## config.mk

```make
export PLATFORM = sky130hd
export DESIGN_NAME = register_file_flat
export DESIGN_NICKNAME = d
export VERILOG_FILES = /design/src/rtl/rv32_pkg.sv /design/src/rtl/register_file_if.sv /design/src/rtl/register_file_clear_seq.sv /design/src/rtl/register_file.sv /design/src/flat_wrapper.sv
export SDC_FILE = /design/constraint.sdc
export NUM_CORES = 1
export LEC_CHECK = 0
export CAP_MARGIN = 30
export CORE_ASPECT_RATIO = 0.7
export CORE_UTILIZATION = 50
export DETAILED_ROUTE_END_ITERATION = 16
export PLACE_DENSITY = 0.74
export SLEW_MARGIN = 20
export SYNTH_ARGS = -nofsm -noshare
export SYNTH_HDL_FRONTEND = slang
export SYNTH_SLANG_ARGS = --single-unit
```

## constraint.sdc

```tcl
create_clock -name clk -period 8.2 [get_ports clk]
set_input_delay 0.82 -clock clk [delete_from_list [all_inputs] [get_ports clk]]
set_output_delay 0.82 -clock clk [all_outputs]
set_load 0.02 [all_outputs]
```

## src/rtl/rv32_pkg.sv

```systemverilog
// rtl/rv32_pkg.sv - shared RV32 core constants and register-file types
package rv32_pkg;

  localparam int XLEN              = 32;
  localparam int REG_FILE_DEPTH    = 32;
  localparam int REG_FILE_ADDR_LEN = $clog2(REG_FILE_DEPTH);

  typedef logic [REG_FILE_ADDR_LEN-1:0] rf_addr_t;
  typedef logic [XLEN-1:0]              xlen_t;

  localparam rf_addr_t REG_ZERO = '0;

  typedef enum logic {
    CLEAR = 1'b0,
    RUN   = 1'b1
  } rf_state_t;

endpackage

```

## src/rtl/register_file_if.sv

```systemverilog
// rtl/register_file_if.sv - decode-side read/write port bundle of the register file
interface register_file_if #(
  parameter int XLEN              = rv32_pkg::XLEN,
  parameter int REG_FILE_ADDR_LEN = rv32_pkg::REG_FILE_ADDR_LEN
) ();

  logic                         clr;
  logic                         ready;
  logic                         rd_en;
  logic [REG_FILE_ADDR_LEN-1:0] rs1;
  logic [REG_FILE_ADDR_LEN-1:0] rs2;
  logic [XLEN-1:0]              rs1_data;
  logic [XLEN-1:0]              rs2_data;
  logic                         we;
  logic [REG_FILE_ADDR_LEN-1:0] rd;
  logic [XLEN-1:0]              rd_data;

  modport master (
    output clr, rd_en, rs1, rs2, we, rd, rd_data,
    input  ready, rs1_data, rs2_data
  );

  modport slave (
    input  clr, rd_en, rs1, rs2, we, rd, rd_data,
    output ready, rs1_data, rs2_data
  );

endinterface

```

## src/rtl/register_file_clear_seq.sv

```systemverilog
// rtl/register_file_clear_seq.sv - CLEAR/RUN sequencer walking a zeroing pointer over entries 1..DEPTH-1
module register_file_clear_seq #(
  parameter int REG_FILE_DEPTH    = rv32_pkg::REG_FILE_DEPTH,
  parameter int REG_FILE_ADDR_LEN = $clog2(REG_FILE_DEPTH)
) (
  input  logic                         clk,
  input  logic                         rst_n,
  input  logic                         clr,
  output logic                         clr_active,
  output logic [REG_FILE_ADDR_LEN-1:0] clr_addr,
  output logic                         ready
);
  import rv32_pkg::*;

  // Entry 0 is hardwired to zero on read, so the walk starts at 1.
  localparam logic [REG_FILE_ADDR_LEN-1:0] FIRST = REG_FILE_ADDR_LEN'(1);
  localparam logic [REG_FILE_ADDR_LEN-1:0] LAST  = REG_FILE_ADDR_LEN'(REG_FILE_DEPTH - 1);

  rf_state_t                    state, state_n;
  logic [REG_FILE_ADDR_LEN-1:0] ptr, ptr_n;
  logic                         ready_n;

  always_ff @(posedge clk or negedge rst_n) begin
    if (!rst_n) begin
      state <= CLEAR;
      ptr   <= FIRST;
      ready <= 1'b0;
    end else begin
      state <= state_n;
      ptr   <= ptr_n;
      ready <= ready_n;
    end
  end

  always_comb begin
    state_n = state;
    ptr_n   = ptr;
    case (state)
      CLEAR: begin
        ptr_n = ptr + 1'b1;
        if (ptr == LAST) state_n = RUN;
      end
      RUN:     ;
      default: state_n = CLEAR;
    endcase
    if (clr) begin
      state_n = CLEAR;
      ptr_n   = FIRST;
    end
    // Registered copy of the next state keeps ready free of input paths.
    ready_n = (state_n == RUN);
  end

  assign clr_active = (state == CLEAR);
  assign clr_addr   = ptr;

endmodule

```

## src/rtl/register_file.sv

```systemverilog
// rtl/register_file.sv - 2R1W integer register file with x0 hardwired to zero; optional REG_FILE_BYPASS_EN forwarding
module register_file #(
  parameter int XLEN              = rv32_pkg::XLEN,
  parameter int REG_FILE_DEPTH    = rv32_pkg::REG_FILE_DEPTH,
  parameter int REG_FILE_ADDR_LEN = $clog2(REG_FILE_DEPTH)
) (
  input  logic           clk,
  input  logic           rst_n,
  register_file_if.slave rf
);
  import rv32_pkg::*;

  logic                         clr_active;
  logic                         ready;
  logic [REG_FILE_ADDR_LEN-1:0] clr_addr;

  logic [XLEN-1:0]              mem [REG_FILE_DEPTH];

  logic                         wr_ok;
  logic                         wr_en;
  logic [REG_FILE_ADDR_LEN-1:0] wr_addr;
  logic [XLEN-1:0]              wr_data;
  logic [XLEN-1:0]              rs1_next, rs2_next;
  logic [XLEN-1:0]              rs1_q, rs2_q;

  function automatic logic in_range(input logic [REG_FILE_ADDR_LEN-1:0] a);
    return {1'b0, a} < (REG_FILE_ADDR_LEN+1)'(REG_FILE_DEPTH);
  endfunction

  register_file_clear_seq #(
    .REG_FILE_DEPTH   (REG_FILE_DEPTH),
    .REG_FILE_ADDR_LEN(REG_FILE_ADDR_LEN)
  ) u_clear_seq (
    .clk       (clk),
    .rst_n     (rst_n),
    .clr       (rf.clr),
    .clr_active(clr_active),
    .clr_addr  (clr_addr),
    .ready     (ready)
  );

  // A write racing a clear request loses; the clear wipes the file anyway.
  assign wr_ok = ready && rf.we && !rf.clr
              && (rf.rd != REG_FILE_ADDR_LEN'(REG_ZERO)) && in_range(rf.rd);

  always_comb begin
    wr_en   = 1'b0;
    wr_addr = rf.rd;
    wr_data = rf.rd_data;
    if (clr_active) begin
      wr_en   = 1'b1;
      wr_addr = clr_addr;
      wr_data = '0;
    end else if (wr_ok) begin
      wr_en   = 1'b1;
    end
  end

  always_ff @(posedge clk) begin
    if (wr_en) mem[wr_addr] <= wr_data;
  end

  always_comb begin
    rs1_next = '0;
    rs2_next = '0;
    if (rf.rs1 != REG_FILE_ADDR_LEN'(REG_ZERO) && in_range(rf.rs1)) rs1_next = mem[rf.rs1];
    if (rf.rs2 != REG_FILE_ADDR_LEN'(REG_ZERO) && in_range(rf.rs2)) rs2_next = mem[rf.rs2];
`ifdef REG_FILE_BYPASS_EN
    if (wr_ok && rf.rd == rf.rs1) rs1_next = rf.rd_data;
    if (wr_ok && rf.rd == rf.rs2) rs2_next = rf.rd_data;
`endif
  end

  always_ff @(posedge clk or negedge rst_n) begin
    if (!rst_n) begin
      rs1_q <= '0;
      rs2_q <= '0;
    end else if (rf.clr || clr_active) begin
      rs1_q <= '0;
      rs2_q <= '0;
    end else if (rf.rd_en && ready) begin
      rs1_q <= rs1_next;
      rs2_q <= rs2_next;
    end
  end

  assign rf.ready    = ready;
  assign rf.rs1_data = rs1_q;
  assign rf.rs2_data = rs2_q;

endmodule
```

## src/flat_wrapper.sv

```systemverilog
// flat-port wrapper written by rule: the top's interface ports become plain ports
module register_file_flat import rv32_pkg::*;
#(
  parameter int XLEN              = rv32_pkg::XLEN,
  parameter int REG_FILE_DEPTH    = rv32_pkg::REG_FILE_DEPTH,
  parameter int REG_FILE_ADDR_LEN = $clog2(REG_FILE_DEPTH)
)
  (clk, rst_n, rf_clr, rf_rd_en, rf_rs1, rf_rs2, rf_we, rf_rd, rf_rd_data, rf_ready, rf_rs1_data, rf_rs2_data);
  register_file_if #(.XLEN(XLEN), .REG_FILE_ADDR_LEN(REG_FILE_ADDR_LEN)) rf_i ();
  input  logic clk;
  input  logic rst_n;
  input wire logic [$bits(rf_i.clr)-1:0] rf_clr;
  input wire logic [$bits(rf_i.rd_en)-1:0] rf_rd_en;
  input wire logic [$bits(rf_i.rs1)-1:0] rf_rs1;
  input wire logic [$bits(rf_i.rs2)-1:0] rf_rs2;
  input wire logic [$bits(rf_i.we)-1:0] rf_we;
  input wire logic [$bits(rf_i.rd)-1:0] rf_rd;
  input wire logic [$bits(rf_i.rd_data)-1:0] rf_rd_data;
  output wire logic [$bits(rf_i.ready)-1:0] rf_ready;
  output wire logic [$bits(rf_i.rs1_data)-1:0] rf_rs1_data;
  output wire logic [$bits(rf_i.rs2_data)-1:0] rf_rs2_data;
  assign rf_i.clr = rf_clr;
  assign rf_i.rd_en = rf_rd_en;
  assign rf_i.rs1 = rf_rs1;
  assign rf_i.rs2 = rf_rs2;
  assign rf_i.we = rf_we;
  assign rf_i.rd = rf_rd;
  assign rf_i.rd_data = rf_rd_data;
  assign rf_ready = rf_i.ready;
  assign rf_rs1_data = rf_i.rs1_data;
  assign rf_rs2_data = rf_i.rs2_data;
  register_file #(.XLEN(XLEN), .REG_FILE_DEPTH(REG_FILE_DEPTH), .REG_FILE_ADDR_LEN(REG_FILE_ADDR_LEN)) u_core (.clk(clk), .rst_n(rst_n), .rf(rf_i));
endmodule
```

; ---- Yosys cells after proc, flatten, opt, wreduce, memory -nomap -nowiden
; Memories as Yosys holds them, arrays and structs flattened.
; Index checks and enable logic that the tools add are counted.
[word_totals]
regBits = 70
ram_bits = 1024
input_bits = 52
output_inout_bits = 65
word_cells = 36
memories = 1
[memory_table]
columns = name, words, width, rd, rd_clocked_by_memory_dff, wr, line_no
row1 = u_core.mem, 32, 32, 2, 0, 1, register_file.sv:17  ; logic [XLEN-1:0] mem [REG_FILE_DEPTH];
[classes]
addsub = 1
n_eq_ne = 2
mux = 17
bitwise_logic = 1
reduce_logical = 10
[ops]
columns = cell, count
row1 = $mux 32, 7
row2 = $mux 5, 3
row3 = $reduce_bool 5->1, 3
row4 = $mux 1, 7
row5 = $add 5x1->5 const B, 1
row6 = $eq 5x5->1 const B, 1
row7 = $logic_and 1x1->1, 4
row8 = $ne 2x2->1 const B, 1
row9 = $reduce_bool 2->1, 1
row10 = $logic_not 1->1, 1
row11 = $logic_or 1x1->1, 1
row12 = $not 1->1, 1

; ---- Depth between registers and ports, before layout
[depth]
word_depth = 7
mapped_depth = 9
mapped_depth_nobuf = 5

; ---- Cells and area by module
; Synthesis repeated with hierarchy kept, for this count alone.
[unflattened]
cells_unflattened = 3238
hier_area_um2 = 51760.9
[by_module_without_submodules]
columns = mod, n_inst, cells_each, area_per_inst_um2, seq_area_each_um2
row1 = register_file, 1, 3213, 51455.6, 32351.0
row2 = register_file_clear_seq, 1, 25, 305.3, 151.4

; ---- Worst setup path after synthesis
; OpenSTA, ideal clock, no wires.
[synth_path]
kind = input port to flip-flop
startpoint = input port rf_clr
endpoint = memory u_core.mem[0][0], enable pin
setup_ns = 0.421
t_arrival_ns = 3.017
required_ns = 7.779
path_slack_ns = 4.762
stages = 6
path_buffers = 1
cell_sequence = clkbuf_1 > nor2b_1 > nand3b_1 > o22ai_1 > nand2_1 > nor2_1
[synth_between]
elab_chain_cells = 7
[synth_lines]
columns = item, line_no
row1 = from (decl), flat_wrapper.sv:12  ; input wire logic [$bits(rf_i.clr)-1:0] rf_clr;
row2 = $logic_not 1->1, register_file.sv:43  ; assign wr_ok = ready && rf.we && !rf.clr
row3 = $logic_and 1x1->1, register_file.sv:43
row4 = $logic_and 1x1->1, register_file.sv:44  ; && (rf.rd != REG_FILE_ADDR_LEN'(REG_ZERO)) && in_range(rf.rd);
row5 = $mux 1, register_file.sv:54  ; end else if (wr_ok) begin
row6 = $mux 1, register_file.sv:50  ; if (clr_active) begin
row7 = $mux 1, register_file.sv:60  ; if (wr_en) mem[wr_addr] <= wr_data;
row8 = $mux 1 (not written as such), register_file.sv:60
row9 = to (decl), register_file.sv:17
; No other way between the ends.

; ---- Worst setup path in the final report
[layout_path]
startpoint = input port rf_clr
endpoint = memory u_core.mem[12][0], enable pin
; The elaborated chain is that of the path after synthesis.

==> metrics.cfg <==
[floorplanning]
core_um2 = 98500
dieArea_um2 = 101000
die_h_um = 266
rows = 96
die_w_um = 380
initial_core_util = 0.507
ios = 117

[clock_network]
cts_resized = 0
clock_path_buffers = 3
htreeDepth = 3
holdBufCountCts = 0
cts_setup_buffers = 0
clockRootBuffer = clkbuf_16
cts_tree = done
clk_latency_ns = 0.72
cts_buffers = 103
cts.sinks = 1094
clk_pin_slew_ns = 0.06

[worst_setup_path]
crit_type = input port to register
cp_data_arrival_time_ns = 4.23
end_kind = register
max_stage_delay_ns = 0.86
critPathLaunchType = input port
path_max_fanout = 17
path_cells = clkdlybuf4s50_1 -> nor2b_1 -> nand3b_1 -> o22ai_1 -> nand2_1 -> nor2_4 -> buf_4
required_ns = 8.54
crit_slowest_cell = nor2_4

[flow_run]
drv_cap = 0

[yosys]
synth_xor_area_frac = 0.000526
async_reset_ff_frac = 0.0640
ys_ff_latch = 1094
syn_inst = 2613
post_synth_fa_ha_maj_area_fraction = 0.000501
synth_cell_types = 52
synth_seq_area_share = 0.651
ys.flop_type = edfxtp_1
ys_warn_count = 0
synth_edf_count = 1024
synth_top_family_by_area = multiplexers
synth_compound_area_frac = 0.0522
netlist_area_um2 = 50000
synth_simple_gate_area_frac = 0.0207
syn_nets = 2667
postSynthAreaPerCell_um2 = 19.1
synth_mux_area_frac = 0.255

[timing]
fin_hold_ws_ns = 0.0383
fin_crit_sh = 0.474
setup_tns_ns = 0
relSlewSlack = 0.308
rsz0062_at_grt = false
hold_violations = 0
skew_ns = 0.0310
period_minus_slack_ns = 3.89
setup_viol = 0
fmax_mhz = 257
slew_viol_final = 0
tightest_slew_ns = 1.04

[routing]
drc = 0
wirelength_mm = 147
drtIter0Drc = 4677
ant_nets = 0
drtPass1Iterations = 5
via_count = 29495
wl_per_cell_um = 35.6
via_per_inst = 7.15

[finish]
final_area_um2 = 56700
flow.area_growth_from_synthesis_pct = 13.5
fin_nets = 2764
fill_cells = 7127
drive_gt1_frac = 0.305
fin_cells = 4125

[grt]
grt_util_all_layers = 0.291
antenna_found_initial = 3
grt_max_degree = 118
grt_pass1_wl_mm = 211
first_global_vias = 29761
grt_overflow_total = 0

[placed_design]
port_buffers = 116
postPlaceCellArea_um2 = 52800
hpwlAfterDp_mm = 86.2
placedCellCount = 3913
gp_congestion = 0.858

[power]
ir_worst_vdd_v = 0.000189
p_per_area_nw_per_um2 = 216
p_total_w = 0.0122
leakage_nw = 18.1

[run_status]
status = completed

[worst_hold_path]
min_path_type = input port to asynchronous set/reset pin

[synthesized netlist by cell type (all sizes together) (18+ instances only)]
master,instances,share of area
a211o,31,0.0054
a211oi,35,0.0053
a21oi,37,0.0037
a221oi,18,0.0032
a22o,23,0.0040
a22oi,20,0.0030
and2,33,0.0041
buf,117,0.013
clkbuf,96,0.0072
dfrtp,69,0.035
edfxtp,1024,0.62
mux2,92,0.021
mux2i,188,0.038
mux4,436,0.20
nand2,75,0.0056
nand3,19,0.0019
nor2,48,0.0036
o21ai,43,0.0043
o221ai,39,0.0068
o22ai,85,0.011
[layout by cell type, fill, tap and decap left out, types with 4 or more instances in the layout]
master	instances
edfxtp_1	1024
mux4_2	436
mux2i_1	188
clkdlybuf4s50_1	107
clkbuf_16	105
mux2_2	92
o22ai_1	85
nand2_1	73
dfrtp_1	68
buf_4	64
o21ai_0	39
o221ai_1	39
a21oi_1	36
a211oi_1	35
nor2_4	32
a211o_1	31
and2_1	24
buf_8	24
a22o_1	23
a22oi_1	20
nand3_1	18
a221oi_1	18
bufinv_16	18
clkinv_2	17
clkbuf_1	17
nor2_1	16
a32o_1	12
nor2b_1	11
nor3_1	11
clkbuf_8	11
a21boi_0	10
and2_2	9
clkinvlp_4	9
clkinv_1	8
inv_6	6
o21ai_1	4
clkinv_4	4
buf_12	4
[area by class of cell]
cell class	instances	area, um^2	area share
antenna	2	5.00	0.0000883
clock buffer	133	2840	0.0502
clock inverter	62	811	0.0143
inverter	3	11.3	0.000199
multi-input combinational	1303	16700	0.295
sequential	1094	32500	0.574
tap	1323	1660	0.0292
timing repair buffer	205	2100	0.0371
[cell families after synthesis]
kind of cell               count (synthesis)
buffers and inverters                    216
muxes                                    716
DFF                                     1094
and+or+nand+nor                          218
AOI/OAI and AO/OA                        364
adders and majority gates                  2
xor gates and xnor gates                   3
[layer usage]
layer / track usage / routed length, um
met2: 0.441 / 67400
met3: 0.0826 / 19700
met1: 0.412 / 55400
met5: 0 / 8
met4: 0.0874 / 4490
[state kept, by name, summed over array words and instances (netlist names)]
register,cells
u_core.mem,1024
u_core.rf.rs1_data,32
u_core.u_clear_seq.state,1
u_core.u_clear_seq.clr_addr,5
u_core.rf.rs2_data,32
[final timing paths]
check / to / startpoint / cells after the start / slack (ns)
worst min register to register: u_core.rf.rs1_data[9]$_DFFE_PN0P_ / u_core.rf.rs1_data[9]$_DFFE_PN0P_ / 2 / 0.49
worst max register to register: u_core.mem[12][0]$_DFFE_PP_ / u_core.u_clear_seq.state$_DFF_PN0_ / 5 / 4.45
min in group clk: u_core.rf.rs1_data[9]$_DFFE_PN0P_ / u_core.rf.rs1_data[9]$_DFFE_PN0P_ / 2 / 0.49
worst min-delay path: u_core.u_clear_seq.clr_addr[3]$_DFFE_PN0N_ / rst_n / 1 / 0.04
max in group asynchronous: u_core.rf.rs2_data[5]$_DFFE_PN0P_ / rst_n / 2 / 6.79
worst max-delay path: u_core.mem[12][0]$_DFFE_PP_ / rf_clr / 7 / 4.31
[metrics by stage]
step	utilization	worst slack [ns]
final	0.575	4.31
after CTS	0.573	4.36
after global placement	0.534	3.74
after detailed placement	0.536	3.62
after global routing	0.575	4.22
after floorplan	-	4.76
[worst max-delay path: cells and delay by family]
family | cells | cell delay [ns]
AOI/OAI and AO/OA | 1 | 0.31
and+or+nand+nor | 4 | 1.90
buffers and inverters | 2 | 1.15
[power breakdown]
group	internal, W	switching, W
clock network	0.00302	0.00214
logic	0.000378	0.000518
registers	0.00612	0.0000468
total	0.00952	0.00271
(Power assumes the default switching activity.)
